`config.mk`:
```
export PLATFORM = sky130hd
export DESIGN_NAME = axis_pkt_arbiter_flat
export DESIGN_NICKNAME = d
export VERILOG_FILES = /design/src/rtl/axis_pkt_arbiter_pkg.sv /design/src/rtl/axis_pkt_arbiter_if.sv /design/src/rtl/axis_pkt_arbiter_rr_pick.sv /design/src/rtl/axis_pkt_arbiter.sv /design/src/flat_wrapper.sv
export SDC_FILE = /design/constraint.sdc
export NUM_CORES = 1
export LEC_CHECK = 0
export BUFFER_PORTS_ARGS = -buffer_cell sky130_fd_sc_hd__clkbuf_2
export CAP_MARGIN = 20
export CORE_ASPECT_RATIO = 1.4
export CORE_MARGIN = 1.5
export CORE_UTILIZATION = 25
export DETAILED_ROUTE_END_ITERATION = 10
export GPL_TIMING_DRIVEN = 0
export PLACE_DENSITY_LB_ADDON = 0.1
export REMOVE_ABC_BUFFERS = 1
export SKIP_CTS_REPAIR_TIMING = 1
export SLEW_MARGIN = 30
export SYNTH_ARGS = -nofsm -noshare
export SYNTH_HDL_FRONTEND = slang
export SYNTH_SLANG_ARGS = --single-unit
export TNS_END_PERCENT = 100
```
`constraint.sdc`:
```
create_clock -name aclk -period 6.31 [get_ports aclk]
set_clock_uncertainty 0.05 [all_clocks]
set_input_delay 0.3155 -clock aclk [delete_from_list [all_inputs] [get_ports aclk]]
set_output_delay 0.3155 -clock aclk [all_outputs]
set_load 0.03 [all_outputs]
```
`src/rtl/axis_pkt_arbiter_pkg.sv`:
```
// rtl/axis_pkt_arbiter_pkg.sv - shared state encoding and width helper for the packet arbiter
package axis_arb_pkg;

  typedef enum logic {
    IDLE = 1'b0,
    BUSY = 1'b1
  } arb_state_e;

  function automatic int clog2(input int n);
    int r;
    r = 0;
    for (int i = 0; i < 31; i++) begin
      if ((1 << i) < n) r = i + 1;
    end
    return r;
  endfunction

endpackage

```
`src/rtl/axis_pkt_arbiter_if.sv`:
```
// rtl/axis_pkt_arbiter_if.sv - upstream/downstream stream bundle; s_tdest exists with AXIS_PKT_ARBITER_TDEST_EN
interface axis_pkt_arbiter_if
  import axis_arb_pkg::*;
#(
  parameter int NUM_PORTS  = 4,
  parameter int DATA_WIDTH = 8
);
  localparam int GRANT_W = clog2(NUM_PORTS);

  logic [NUM_PORTS*DATA_WIDTH-1:0] m_tdata;
  logic [NUM_PORTS-1:0]            m_tvalid;
  logic [NUM_PORTS-1:0]            m_tready;
  logic [NUM_PORTS-1:0]            m_tlast;
  logic [DATA_WIDTH-1:0]           s_tdata;
  logic                            s_tvalid;
  logic                            s_tready;
  logic                            s_tlast;
  logic                            grant_valid;
  logic [GRANT_W-1:0]              grant_idx;

`ifdef AXIS_PKT_ARBITER_TDEST_EN
  logic [GRANT_W-1:0]              s_tdest;

  modport master (
    output m_tdata, m_tvalid, m_tlast, s_tready,
    input  m_tready, s_tdata, s_tvalid, s_tlast, grant_valid, grant_idx, s_tdest
  );
  modport slave (
    input  m_tdata, m_tvalid, m_tlast, s_tready,
    output m_tready, s_tdata, s_tvalid, s_tlast, grant_valid, grant_idx, s_tdest
  );
`else
  modport master (
    output m_tdata, m_tvalid, m_tlast, s_tready,
    input  m_tready, s_tdata, s_tvalid, s_tlast, grant_valid, grant_idx
  );
  modport slave (
    input  m_tdata, m_tvalid, m_tlast, s_tready,
    output m_tready, s_tdata, s_tvalid, s_tlast, grant_valid, grant_idx
  );
`endif

endinterface

```
`src/rtl/axis_pkt_arbiter_rr_pick.sv`:
```
// rtl/axis_pkt_arbiter_rr_pick.sv - combinational round-robin picker (rotate then priority-encode)
module axis_rr_pick
  import axis_arb_pkg::*;
#(
  parameter int NUM_PORTS = 4,
  localparam int GRANT_W  = clog2(NUM_PORTS)
) (
  input  logic [NUM_PORTS-1:0] req_i,
  input  logic [GRANT_W-1:0]   prev_i,
  output logic [GRANT_W-1:0]   idx_o,
  output logic                 any_req_o
);

  logic [NUM_PORTS-1:0] rot;
  logic [GRANT_W-1:0]   pos;

  // rot[k] is the request of the port k+1 places after the previous owner
  always_comb begin
    rot       = '0;
    pos       = '0;
    idx_o     = prev_i;
    any_req_o = |req_i;
    for (int k = 0; k < NUM_PORTS; k++) begin
      pos    = GRANT_W'((int'(prev_i) + 1 + k) % NUM_PORTS);
      rot[k] = req_i[pos];
    end
    for (int k = NUM_PORTS - 1; k >= 0; k--) begin
      if (rot[k]) idx_o = GRANT_W'((int'(prev_i) + 1 + k) % NUM_PORTS);
    end
  end

endmodule

```
`src/rtl/axis_pkt_arbiter.sv`:
```
// rtl/axis_pkt_arbiter.sv - packet-level round-robin merge of NUM_PORTS streams into one registered stream
// Optional source-index sideband s_tdest enabled by AXIS_PKT_ARBITER_TDEST_EN.
module axis_pkt_arbiter
  import axis_arb_pkg::*;
#(
  parameter int NUM_PORTS  = 4,
  parameter int DATA_WIDTH = 8
) (
  input logic               aclk,
  input logic               areset_n,
  axis_pkt_arbiter_if.slave bus
);
  localparam int GRANT_W = clog2(NUM_PORTS);

  arb_state_e            state_q, state_d;
  logic [GRANT_W-1:0]    grant_idx_q, grant_idx_d;
  logic [GRANT_W-1:0]    pick_idx;
  logic                  any_req;
  logic                  s_tvalid_q, s_tvalid_d;
  logic                  s_tlast_q, s_tlast_d;
  logic [DATA_WIDTH-1:0] s_tdata_q, s_tdata_d;
  logic [NUM_PORTS-1:0]  m_tready_c;
  logic                  sel_valid, sel_last, slot_free, take;
  logic [DATA_WIDTH-1:0] sel_data;
`ifdef AXIS_PKT_ARBITER_TDEST_EN
  logic [GRANT_W-1:0]    s_tdest_q, s_tdest_d;
`endif

  axis_rr_pick #(.NUM_PORTS(NUM_PORTS)) u_pick (
    .req_i     (bus.m_tvalid),
    .prev_i    (grant_idx_q),
    .idx_o     (pick_idx),
    .any_req_o (any_req)
  );

  always_comb begin
    sel_valid = 1'b0;
    sel_last  = 1'b0;
    sel_data  = '0;
    for (int i = 0; i < NUM_PORTS; i++) begin
      if (grant_idx_q == GRANT_W'(i)) begin
        sel_valid = bus.m_tvalid[i];
        sel_last  = bus.m_tlast[i];
        sel_data  = bus.m_tdata[i*DATA_WIDTH +: DATA_WIDTH];
      end
    end
  end

  always_comb begin
    state_d     = state_q;
    grant_idx_d = grant_idx_q;
    s_tvalid_d  = s_tvalid_q;
    s_tdata_d   = s_tdata_q;
    s_tlast_d   = s_tlast_q;
    m_tready_c  = '0;
    take        = 1'b0;
    slot_free   = bus.s_tready | ~s_tvalid_q;
`ifdef AXIS_PKT_ARBITER_TDEST_EN
    s_tdest_d   = s_tdest_q;
`endif
    // Drain first; a beat taken in the same cycle overrides it below.
    if (s_tvalid_q && bus.s_tready) s_tvalid_d = 1'b0;
    case (state_q)
      IDLE: begin
        if (any_req) begin
          grant_idx_d = pick_idx;
          state_d     = BUSY;
        end
      end
      BUSY: begin
        for (int i = 0; i < NUM_PORTS; i++) begin
          if (grant_idx_q == GRANT_W'(i)) m_tready_c[i] = slot_free;
        end
        take = sel_valid & slot_free;
        if (take) begin
          s_tvalid_d = 1'b1;
          s_tdata_d  = sel_data;
          s_tlast_d  = sel_last;
`ifdef AXIS_PKT_ARBITER_TDEST_EN
          s_tdest_d  = grant_idx_q;
`endif
          if (sel_last) state_d = IDLE;
        end
      end
      default: state_d = IDLE;
    endcase
  end

  always_ff @(posedge aclk or negedge areset_n) begin
    if (!areset_n) begin
      state_q     <= IDLE;
      grant_idx_q <= GRANT_W'(NUM_PORTS - 1);
      s_tvalid_q  <= 1'b0;
      s_tdata_q   <= '0;
      s_tlast_q   <= 1'b0;
`ifdef AXIS_PKT_ARBITER_TDEST_EN
      s_tdest_q   <= '0;
`endif
    end else begin
      state_q     <= state_d;
      grant_idx_q <= grant_idx_d;
      s_tvalid_q  <= s_tvalid_d;
      s_tdata_q   <= s_tdata_d;
      s_tlast_q   <= s_tlast_d;
`ifdef AXIS_PKT_ARBITER_TDEST_EN
      s_tdest_q   <= s_tdest_d;
`endif
    end
  end

  assign bus.m_tready    = m_tready_c;
  assign bus.s_tdata     = s_tdata_q;
  assign bus.s_tvalid    = s_tvalid_q;
  assign bus.s_tlast     = s_tlast_q;
  assign bus.grant_valid = (state_q == BUSY);
  assign bus.grant_idx   = grant_idx_q;
`ifdef AXIS_PKT_ARBITER_TDEST_EN
  assign bus.s_tdest     = s_tdest_q;
`endif

endmodule

```
`src/flat_wrapper.sv`:
```
// flat-port wrapper written by rule: the top's interface ports become plain ports
module axis_pkt_arbiter_flat import axis_arb_pkg::*;
#(
  parameter int NUM_PORTS  = 4,
  parameter int DATA_WIDTH = 8
)
  (aclk, areset_n, bus_m_tdata, bus_m_tvalid, bus_m_tlast, bus_s_tready, bus_m_tready, bus_s_tdata, bus_s_tvalid, bus_s_tlast, bus_grant_valid, bus_grant_idx);
  axis_pkt_arbiter_if #(.NUM_PORTS(NUM_PORTS), .DATA_WIDTH(DATA_WIDTH)) bus_i ();
  input logic aclk;
  input logic areset_n;
  input wire logic [$bits(bus_i.m_tdata)-1:0] bus_m_tdata;
  input wire logic [$bits(bus_i.m_tvalid)-1:0] bus_m_tvalid;
  input wire logic [$bits(bus_i.m_tlast)-1:0] bus_m_tlast;
  input wire logic [$bits(bus_i.s_tready)-1:0] bus_s_tready;
  output wire logic [$bits(bus_i.m_tready)-1:0] bus_m_tready;
  output wire logic [$bits(bus_i.s_tdata)-1:0] bus_s_tdata;
  output wire logic [$bits(bus_i.s_tvalid)-1:0] bus_s_tvalid;
  output wire logic [$bits(bus_i.s_tlast)-1:0] bus_s_tlast;
  output wire logic [$bits(bus_i.grant_valid)-1:0] bus_grant_valid;
  output wire logic [$bits(bus_i.grant_idx)-1:0] bus_grant_idx;
  assign bus_i.m_tdata = bus_m_tdata;
  assign bus_i.m_tvalid = bus_m_tvalid;
  assign bus_i.m_tlast = bus_m_tlast;
  assign bus_i.s_tready = bus_s_tready;
  assign bus_m_tready = bus_i.m_tready;
  assign bus_s_tdata = bus_i.s_tdata;
  assign bus_s_tvalid = bus_i.s_tvalid;
  assign bus_s_tlast = bus_i.s_tlast;
  assign bus_grant_valid = bus_i.grant_valid;
  assign bus_grant_idx = bus_i.grant_idx;
  axis_pkt_arbiter #(.NUM_PORTS(NUM_PORTS), .DATA_WIDTH(DATA_WIDTH)) u_core (.aclk(aclk), .areset_n(areset_n), .bus(bus_i));
endmodule
```
==> impl_metrics.csv <==
group,metric,value,unit
detailed_routing,dr.pass1.iters,4,
clock_network,cts_tree,"done",
setup_path,cp.arrival,2680,ps
grt,grt_pass1_vias,1116,
synth,syn_inst,130,
clock_network,worst_skew_pair.late_latency,240,ps
sta,drv_slew,0,
clock_network,numCtsBuffers,3,
detailed_routing,drc,0,
floorplanning,core,0.00424,mm^2
finish,final_common_cell,"clkbuf_2",
power,p_seq_share,20.2,%
sta,fin_crit,2610,ps
detailed_routing,wl,3.16,mm
sta,period_share,41.4,%
setup_path,slowest_stage,"ha_1",
setup_path,critPathLaunchType,"flip-flop",
floorplanning,start_util,26.2,%
synth,synth_warnings,0,
synth,ys_seq_area_share,29.5,%
floorplanning,die_w,59.3,um
setup_path,crit_chain,"ha_1 > a21oi_2 > a221oi_2 > o21a_2 > mux2_4",
clock_network,clk_pin_slew_worst_paths,60,ps
setup_path,cpLargestDelayFamily,"compound AO/OA/AOI/OAI gates",
place,placed_cell_area,0.00142,mm^2
power,p_int,0.414,mW
setup_path,crit_path_end_kind,"flip-flop",
synth,avgSynthCellArea,8.55,um^2
clock_network,clk_path_buf_depth,2,
place,numPlacedInstances,240,
power,switching_share,48.3,%
floorplanning,die_area,0.00486,mm^2
finish,stdcell_count,245,
sta,rsz0062_at_grt,"false",
power,cellPowerDensity,544,mW/mm^2
detailed_routing,vias,1135,
detailed_routing,first_iter_violations,65,
sta,hold_violations,0,
clock_network,cts_max_level,1,
floorplanning,rows,28,
finish,num-nets-final,233,
grt,grt.total_usage,13.6,%
run,cap_viol_max_count,0,
setup_path,cp_num_buf_inv,0,
floorplanning,die_h,81.9,um
outcome,status,"completed",
setup_path,cp_slowest_stage_delay,660,ps
place,place_hpwl,2.28,mm
synth,synth-seq-cells,13,
finish,drive_gt1_share,42.7,%
floorplanning,ioPinCount,60,
power,clkPwrFrac,9.5,%
grt,grt_max_degree,22,
place,place.gp.congestion,0.749,
place,numPortBuffers,59,
power,p_leak,0.772,nW
sta,max_freq,383,MHz
sta,fin_tns_setup,0,ps
synth,yosys.area.top_type,"dfrtp_1",
place,post-place-ws,3670,ps
detailed_routing,ant_nets,0,
sta,relSlewSlack,46.6,%
finish,antenna_cells,0,
synth,ys_types,31,
min_path,hold_path_class,"primary input to flip-flop",
synth,synth_area_leaders,"dfrtp_1 (25%), mux2_4 (12%), a21oi_1 (9.5%)",
setup_path,cp.depth,5,
sta,setup_slack,3700,ps
detailed_routing,wl_per_cell,12.9,um
grt,grt_pass1_wl,5.03,mm
min_path,whs_path_depth,3,
clock_network,cts_root_buffer,"clkbuf_8",
sta,setup_viol,0,
power,comb_power_share,70.3,%
sta,worstMarginPinSlew,802,ps
setup_path,crit_fanout,21,
setup_path,worstPathRequired,6380,ps
finish,utilization,34.7,%
finish,final_cell_mix,"clkbuf_2 (59), a21oi_1 (21), inv_1 (13), o21ai_0 (13), nand2_1 (12)",
finish,area.growth.synth_to_final,32.5,%
synth,synth.cell_area,0.00111,mm^2
finish,stdcell_area,0.00147,mm^2
grt,antenna_found_initial,0,
power,netSwitchingPower,0.387,mW
detailed_routing,via_per_inst,4.63,
clock_network,cts_sinks,13,
synth,synth_top_area_share,24.8,%
grt,grt_overflow,0,
power,vdd_drop_max,0.266,mV
setup_path,reg2regPathDepth,5,
setup_path,criticalPathCategory,"flip-flop to flip-flop",
==> through the flow <==
stage | power, mW | hold slack [ps]
after floorplan | 0.589 | -30.1
after global placement | 0.725 | 197
after detailed placement | 0.733 | 201
after CTS | 0.812 | -63.9
after global routing | 0.877 | 371
final | 0.801 | 361
==> logic make-up after synthesis <==
family / share of synthesized area, %
AO/OA/AOI/OAI: 28.3
adder cells (fa/ha/maj): 4.50
buffers and inverters: 10.2
flip-flops: 29.5
multiplexers: 12.2
AND/OR/NAND/NOR: 15.3
==> tightest hold or removal path, stage by stage <==
cell	delay, ps
clkbuf_2	120
a21oi_1	120
o22ai_1	90
==> path summary, 6_finish.rpt <==
| check | from | to | slack [ps] |
|---|---|---|---|
| max | u_core.bus.grant_idx[0] | u_core.bus.s_tdata[5] | 3700 |
| min | bus_m_tvalid[3] | u_core.bus.grant_idx[1] | 360 |
| max reg2reg | u_core.bus.grant_idx[0] | u_core.bus.s_tdata[5] | 3700 |
| min reg2reg | u_core.bus.s_tdata[0] | u_core.bus.s_tdata[0] | 460 |
| max in group asynchronous | areset_n | u_core.bus.grant_idx[0] | 5440 |
| min in group asynchronous | areset_n | u_core.bus.s_tdata[2] | 460 |
==> Yosys cell counts, drive strengths merged <==
master  instances
a211oi          2
a21oi          22
a221oi          1
a22o            9
and2            2
and3            5
and4bb          1
buf             6
clkbuf          3
dfrtp          11
dfstp           2
ha              4
inv            13
mux2            9
nand2          12
nand2b          1
nand3b          1
nor2            4
nor2b           3
nor3            1
nor4            1
nor4b           1
o2111a          1
o21a            1
o21ai          13
o22ai           1
==> metal layers <==
layer	vias to the layer above	part of all wire [%]	GRT usage (%)
met1	530	43	15.9
met3	2	4.7	2.20
met4	0	0.88	4.77
li1	570	-	-
met2	33	51	24.3
met5	-	0	0
==> area by class of cell <==
cell class / count / area (um^2)
multi-input cells: 95 / 669
well taps: 60 / 75.1
flip-flops and latches: 13 / 328
repair buffers: 60 / 305
fillers: 453 / 2770
clock inverters: 1 / 5.00
inverters: 13 / 48.8
clock buffers: 3 / 41.3
==> sequential cells by signal, indices dropped and copies added (netlist names) <==
signal / flops
u_core.bus.grant_idx: 2
u_core.bus.s_tlast: 1
u_core.bus.grant_valid: 1
u_core.bus.s_tdata: 8
u_core.bus.s_tvalid: 1
==> power by group through the flow <==
stage	clock, mW	sequential (mW)	combinational (mW)
global placement	0	0.161	0.564
CTS	0.0790	0.162	0.572
global route	0.0817	0.168	0.627
detailed placement	0	0.163	0.570
floorplan	0	0.232	0.356
finish	0.0758	0.162	0.563
Note: power is estimated with default switching activity, not from simulation.
